===== src/rtl/bilinear_interp_pipe_if.sv =====
// bilinear_interp_pipe_if: input beat (four neighbours, weights, sideband) and output pixel stream with valid/ready
interface bilinear_interp_pipe_if #(
  parameter int NUM_CH = 3,
  parameter int CH_WIDTH = 8,
  parameter int FRAC_WIDTH = 6
);
  localparam int DATA_WIDTH = NUM_CH * CH_WIDTH;
  logic in_valid, in_ready;
  logic [DATA_WIDTH-1:0] d00, d01, d10, d11;
  logic [FRAC_WIDTH-1:0] uF, vF;
  logic x_edge, y_edge, mode, in_hs, in_vs;
  logic out_valid, out_ready;
  logic [DATA_WIDTH-1:0] dout;
  logic out_hs, out_vs;
  modport master(
    output in_valid, d00, d01, d10, d11, uF, vF, x_edge, y_edge, mode, in_hs, in_vs, out_ready,
    input in_ready, out_valid, dout, out_hs, out_vs
  );
  modport slave(
    input in_valid, d00, d01, d10, d11, uF, vF, x_edge, y_edge, mode, in_hs, in_vs, out_ready,
    output in_ready, out_valid, dout, out_hs, out_vs
  );
endinterface


===== src/rtl/bilinear_interp_pipe.sv =====
// bilinear_interp_pipe: 3-stage bilinear/nearest pixel blend with edge replication, rounding, saturation and global-stall backpressure
module bilinear_interp_pipe #(
  parameter int NUM_CH = 3,
  parameter int CH_WIDTH = 8,
  parameter int FRAC_WIDTH = 6
) (
  input logic clk,
  input logic rst,
  bilinear_interp_pipe_if.slave bus
);
  localparam int DATA_WIDTH = NUM_CH * CH_WIDTH;
  localparam int HW = CH_WIDTH + FRAC_WIDTH + 1;
  localparam int SW = CH_WIDTH + 2 * FRAC_WIDTH + 1;
  localparam logic [FRAC_WIDTH:0] ONE = (FRAC_WIDTH + 1)'(1) << FRAC_WIDTH;
  localparam logic [SW:0] HALF = (SW + 1)'(1) << (2 * FRAC_WIDTH - 1);
  localparam logic [SW:0] MAXV = (SW + 1)'({CH_WIDTH{1'b1}});

  logic en, v1, v2, v3, hs1, vs1, hs2, vs2, hs3, vs3;
  logic [DATA_WIDTH-1:0] p01, p10, p11, dout;
  logic [FRAC_WIDTH:0] uW, vW, vW1;
  logic [NUM_CH-1:0][HW-1:0] h0, h1;
  logic [NUM_CH-1:0][SW-1:0] s2;

  function automatic logic [HW-1:0] hMix(input logic [CH_WIDTH-1:0] a, b, input logic [FRAC_WIDTH:0] w);
    return HW'(a) * HW'(ONE - w) + HW'(b) * HW'(w);
  endfunction

  function automatic logic [SW-1:0] vMix(input logic [HW-1:0] a, b, input logic [FRAC_WIDTH:0] w);
    return SW'(a) * SW'(ONE - w) + SW'(b) * SW'(w);
  endfunction

  function automatic logic [CH_WIDTH-1:0] roundSat(input logic [SW-1:0] s);
    logic [SW:0] r;
    r = ({1'b0, s} + HALF) >> (2 * FRAC_WIDTH);
    return (r > MAXV) ? {CH_WIDTH{1'b1}} : r[CH_WIDTH-1:0];
  endfunction

  assign en = !v3 || bus.out_ready;
  assign bus.in_ready = en;
  assign bus.out_valid = v3;
  assign bus.dout = dout;
  assign bus.out_hs = hs3;
  assign bus.out_vs = vs3;

  // Nearest mode reuses the blend datapath with 0/ONE weights, so latency matches bilinear
  always_comb begin
    p01 = bus.x_edge ? bus.d00 : bus.d01;
    p10 = bus.y_edge ? bus.d00 : bus.d10;
    p11 = bus.y_edge ? p01 : bus.x_edge ? bus.d10 : bus.d11;
    uW = bus.mode ? (bus.uF[FRAC_WIDTH-1] ? ONE : '0) : {1'b0, bus.uF};
    vW = bus.mode ? (bus.vF[FRAC_WIDTH-1] ? ONE : '0) : {1'b0, bus.vF};
  end

  always_ff @(posedge clk) begin
    if (rst) begin
      {v1, v2, v3, hs1, vs1, hs2, vs2, hs3, vs3} <= '0;
      dout <= '0;
    end else if (en) begin
      v1 <= bus.in_valid;
      v2 <= v1;
      v3 <= v2;
      {hs1, vs1} <= {bus.in_hs, bus.in_vs};
      {hs2, vs2} <= {hs1, vs1};
      {hs3, vs3} <= {hs2, vs2};
      vW1 <= vW;
      for (int c = 0; c < NUM_CH; c++) begin
        h0[c] <= hMix(bus.d00[c*CH_WIDTH +: CH_WIDTH], p01[c*CH_WIDTH +: CH_WIDTH], uW);
        h1[c] <= hMix(p10[c*CH_WIDTH +: CH_WIDTH], p11[c*CH_WIDTH +: CH_WIDTH], uW);
        s2[c] <= vMix(h0[c], h1[c], vW1);
        dout[c*CH_WIDTH +: CH_WIDTH] <= roundSat(s2[c]);
      end
    end
  end
endmodule


===== src/flat_wrapper.sv =====
// flat-port wrapper written by rule: the top's interface ports become plain ports
module bilinear_interp_pipe_flat 
#(
  parameter int NUM_CH = 3,
  parameter int CH_WIDTH = 8,
  parameter int FRAC_WIDTH = 6
)
  (clk, rst, bus_in_valid, bus_d00, bus_d01, bus_d10, bus_d11, bus_uF, bus_vF, bus_x_edge, bus_y_edge, bus_mode, bus_in_hs, bus_in_vs, bus_out_ready, bus_in_ready, bus_out_valid, bus_dout, bus_out_hs, bus_out_vs);
  bilinear_interp_pipe_if #(.NUM_CH(NUM_CH), .CH_WIDTH(CH_WIDTH), .FRAC_WIDTH(FRAC_WIDTH)) bus_i ();
  input logic clk;
  input logic rst;
  input wire logic [$bits(bus_i.in_valid)-1:0] bus_in_valid;
  input wire logic [$bits(bus_i.d00)-1:0] bus_d00;
  input wire logic [$bits(bus_i.d01)-1:0] bus_d01;
  input wire logic [$bits(bus_i.d10)-1:0] bus_d10;
  input wire logic [$bits(bus_i.d11)-1:0] bus_d11;
  input wire logic [$bits(bus_i.uF)-1:0] bus_uF;
  input wire logic [$bits(bus_i.vF)-1:0] bus_vF;
  input wire logic [$bits(bus_i.x_edge)-1:0] bus_x_edge;
  input wire logic [$bits(bus_i.y_edge)-1:0] bus_y_edge;
  input wire logic [$bits(bus_i.mode)-1:0] bus_mode;
  input wire logic [$bits(bus_i.in_hs)-1:0] bus_in_hs;
  input wire logic [$bits(bus_i.in_vs)-1:0] bus_in_vs;
  input wire logic [$bits(bus_i.out_ready)-1:0] bus_out_ready;
  output wire logic [$bits(bus_i.in_ready)-1:0] bus_in_ready;
  output wire logic [$bits(bus_i.out_valid)-1:0] bus_out_valid;
  output wire logic [$bits(bus_i.dout)-1:0] bus_dout;
  output wire logic [$bits(bus_i.out_hs)-1:0] bus_out_hs;
  output wire logic [$bits(bus_i.out_vs)-1:0] bus_out_vs;
  assign bus_i.in_valid = bus_in_valid;
  assign bus_i.d00 = bus_d00;
  assign bus_i.d01 = bus_d01;
  assign bus_i.d10 = bus_d10;
  assign bus_i.d11 = bus_d11;
  assign bus_i.uF = bus_uF;
  assign bus_i.vF = bus_vF;
  assign bus_i.x_edge = bus_x_edge;
  assign bus_i.y_edge = bus_y_edge;
  assign bus_i.mode = bus_mode;
  assign bus_i.in_hs = bus_in_hs;
  assign bus_i.in_vs = bus_in_vs;
  assign bus_i.out_ready = bus_out_ready;
  assign bus_in_ready = bus_i.in_ready;
  assign bus_out_valid = bus_i.out_valid;
  assign bus_dout = bus_i.dout;
  assign bus_out_hs = bus_i.out_hs;
  assign bus_out_vs = bus_i.out_vs;
  bilinear_interp_pipe #(.NUM_CH(NUM_CH), .CH_WIDTH(CH_WIDTH), .FRAC_WIDTH(FRAC_WIDTH)) u_core (.clk(clk), .rst(rst), .bus(bus_i));
endmodule

===== config.mk =====
export PLATFORM = sky130hd
export DESIGN_NAME = bilinear_interp_pipe_flat
export DESIGN_NICKNAME = d
export VERILOG_FILES = /design/src/rtl/bilinear_interp_pipe_if.sv /design/src/rtl/bilinear_interp_pipe.sv /design/src/flat_wrapper.sv
export SDC_FILE = /design/constraint.sdc
export NUM_CORES = 2
export LEC_CHECK = 0
export ABC_AREA = 1
export BUFFER_PORTS_ARGS = -buffer_cell sky130_fd_sc_hd__buf_2
export CORE_ASPECT_RATIO = 1.4
export CORE_MARGIN = 2
export CORE_UTILIZATION = 40
export CTS_CLUSTER_DIAMETER = 60
export CTS_CLUSTER_SIZE = 16
export DETAILED_ROUTE_END_ITERATION = 8
export PLACE_DENSITY = 0.54
export SLEW_MARGIN = 20
export SYNTH_ARGS = -nofsm -noshare
export SYNTH_HDL_FRONTEND = slang
export SYNTH_SLANG_ARGS = --single-unit

===== constraint.sdc =====
create_clock -name clk -period 8 [get_ports clk]
set_input_delay 0 -clock clk [delete_from_list [all_inputs] [get_ports clk]]
set_output_delay 0 -clock clk [all_outputs]
set_load 0.01 [all_outputs]

==> results by group <==
Global routing
  – Vias in the first global route: 44714
  – Global-route wire length before repair: 246 mm
  – Initial antenna violation count: 4
  – GR Overflow Total: 0
  – Largest net degree at the start of global routing: 128
  – GRT Overall Usage: 22.4%

STA
  – Worst-Margin Slew: 1.01 ns
  – Setup tns final: 0 ns
  – Final Critical Period: 7.25 ns
  – Hold Vio Cnt, Final: 0
  – Post-Route Skew: approximately 0.013 ns
  – RSZ-0062 raised after global routing: no
  – Final setup fails: 0
  – Maximum clock frequency: around 0.14 GHz
  – Final slew viol count: 0
  – Worst slew margin: between 30% and 40%
  – Tcrit/Tclk final: 90.6%

Floorplan
  – Row count: about 160
  – Initial Util: between 40% and 50%
  – Chip width: 320 µm
  – IO Pins: 145
  – Die ar.: roughly 140000 µm²
  – Core area: 139000 µm²
  – Die Height: roughly 450 µm

Run
  – Max-cap violations: 0

Clocking
  – Post-CTS Setup Bufs: 0
  – Worst skew pair latency: 0.50 ns
  – CTS Buf Count: 17
  – H-tree levels: 4
  – Clock sinks: 160
  – Root Driver: clkbuf_16
  – CTS tree: done
  – Max Buffers Root-to-Sink: 2
  – Clock transition at path regs: 0.07 ns

Worst setup path
  – CP Class: reg2reg
  – CP max FO: 27
  – CP startpoint kind: flop
  – Critical Path RT: 8.25 ns
  – Setup crit end kind: flop
  – Critical Path AT: 7.50 ns

Finish
  – Nets@finish: 8754
  – Area Growth Syn to Fin: 6.81%
  – Fillers: about 14000
  – Layout cells sized above 1: 4.28%

Logic synthesis
  – EDFF count, synth: 127
  – Synth Instances: 6723
  – Synth top area share: 44.4%
  – Async set or reset register ratio after synthesis: 0%
  – Distinct cells, synth: 50
  – Synth area leader: fa_1
  – Sequential fraction of the synthesis area: 8.01%
  – Most used DFF post-synth: edfxtp_1
  – Mapped Area: 55800 µm²
  – Synth warn: 0
  – Yosys reg bits: 160
  – Ranking of synthesized cells by area: fa_1 (44%), inv_1 (13%), ha_1 (12%)
  – Avg Inst Size Synth: 8.30 µm²

Placement
  – Port Buf Inserts: 144
  – GPL Wtd Cong: 0.887
  – Detailed Place HPWL: 130 mm

Route
  – Routed WL: 154 mm
  – Avg WL per Cell: roughly 18 µm
  – 1st-iter DRT viols: 2381
  – Drt pass-1 iters: 5
  – DRC Markers: 0
  – Via-to-Cell Ratio: 4.79
  – Vias after detailed routing: 41676
  – Post-DRT Antenna Nets: 0

Min path
  – Hold/Removal Path Class: in2reg

Outcome
  – Status: complete, no violations
cell families (layout without fill, tap and decap cells):
family / after synthesis / count (layout) / synth area share (%)
AND/OR/NAND/NOR: 2134 / 2134 / 15.1
adder cells (fa/ha/maj): 1763 / 1763 / 56.2
AO/OA/AOI/OAI: 339 / 339 / 3.38
XOR/XNOR: 169 / 169 / 2.69
flip-flops: 160 / 160 / 8.01
other: 2 / 80 / 0.0135
buffers and inverters: 2156 / 2244 / 14.7
worst max-delay path: stages, from the launching register on:
cell	delay, ns
edfxtp_1	0.39
nor2_1	0.28
nand4_2	0.17
nand2_2	0.09
buf_4	0.41
nor2_1	0.19
inv_1	0.12
fa_1	0.40
inv_1	0.11
fa_1	0.64
fa_1	0.63
inv_1	0.10
fa_1	0.49
inv_1	0.05
fa_1	0.52
inv_1	0.05
fa_1	0.47
inv_1	0.05
fa_1	0.48
ha_1	0.34
inv_1	0.08
nor3_1	0.38
nand2_1	0.10
nor3_1	0.22
nor2_1	0.07
nand3_1	0.08
nand2_1	0.07
path summary, 6_finish.rpt:
kind / end / slack (ns) / cells after the start / startpoint
setup / recovery: u_core.s2[41] / 0.75 / 26 / u_core.vW1[4]
hold / removal: u_core.bus.out_valid / 0.03 / 5 / bus_out_ready
setup reg to reg: u_core.s2[41] / 0.75 / 26 / u_core.vW1[4]
hold reg to reg: u_core.bus.out_vs / 0.48 / 2 / u_core.bus.out_vs
placed cells by master (no fill, tap or decap), types with 28 or more instances in the layout:
master,count
edfxtp_1,127
buf_2,144
o21ai_0,98
o211ai_1,28
buf_4,66
nor2_1,683
ha_1,523
inv_1,1971
nand2_1,1260
conb_1,78
nand3_1,89
a21oi_1,128
xnor2_1,77
o21ai_1,34
fa_1,1239
xor2_1,91
nor3_1,29
dfxtp_1,33
timing repair:
| item | CTS | global route |
|---|---|---|
| gates resized for setup | 0 | 0 |
| hold buffers | 9 | 0 |
| hold endpoints to repair | 10 | 0 |
| endpoints found under the setup margin | 0 | 0 |
synthesized netlist by cell type (4+ instances only):
cell type  instances
a211oi_1           5
a21o_1             8
a21oi_1          128
a31oi_1           17
and2_1             5
buf_1             23
buf_2             35
buf_4              6
clkbuf_1          95
clkbuf_2           5
dfxtp_1           33
edfxtp_1         127
fa_1            1239
ha_1             524
inv_1           1971
inv_2             15
nand2_1         1261
nand2_2           11
nand2_4            4
nand3_1           89
nand3b_1          16
nand4_1           15
nor2_1           684
nor2_4             4
nor3_1            29
o211ai_1          28
o21ai_0           98
o21ai_1           34
o21bai_1           6
o31ai_1            5
or2_2              6
xnor2_1           77
xor2_1            91
metrics by stage:
step | utilization [%] | instances | worst slack, ns | instance area [µm²] | hold slack (ns)
final | 42.9 | 8693 | 0.753 | 59600 | 0.0255
after global routing | 42.9 | 8693 | 0.315 | 59600 | 0.0503
after CTS | 42.9 | 8691 | 0.670 | 59600 | 0.00895
after detailed placement | 42.5 | 8650 | 0.699 | 59000 | 0.236
after global placement | 42.5 | 8650 | 0.738 | 59000 | 0.229
after floorplan | - | 6799 | 1.06 | 56100 | 0.0724
flip-flops by register name (all words and copies together) (netlist names):
| register | cells |
|---|---|
| u_core.bus.dout | 24 |
| u_core.bus.out_hs | 1 |
| u_core.bus.out_vs | 1 |
| u_core.hs1 | 1 |
| u_core.h1 | 45 |
| u_core.hs2 | 1 |
| u_core.vs2 | 1 |
| u_core.s2 | 30 |
| u_core.vs1 | 1 |
| u_core.h0 | 45 |
| u_core.v1 | 1 |
| u_core.vW1 | 7 |
| u_core.v2 | 1 |
| u_core.bus.out_valid | 1 |
layer usage:
metal	vias up	track usage, %	routed length (µm)	share of wire (%)
li1	19551	-	-	-
met1	20985	27.9	63000	41
met2	950	40.8	79300	52
met3	186	2.21	6760	4.4
met4	4	6.97	4570	3.0
met5	-	0	22	0.014
layout make-up:
class                   count  area (µm²)  share of cell area (%)
flip-flops and latches    160        4470                    7.50
repair buffers            222        1370                    2.29
multi-input cells        4483       43500                    72.9
clock buffers              24         504                   0.846
clock inverters             8        76.3                   0.128
well taps                1804        2260                    3.79
diodes                      2        5.00                 0.00839
inverters                1990        7470                    12.5
Power is left out: the tool's default activity adds up to more than one toggle a clock period on the data nets, which glitch-free logic cannot reach.
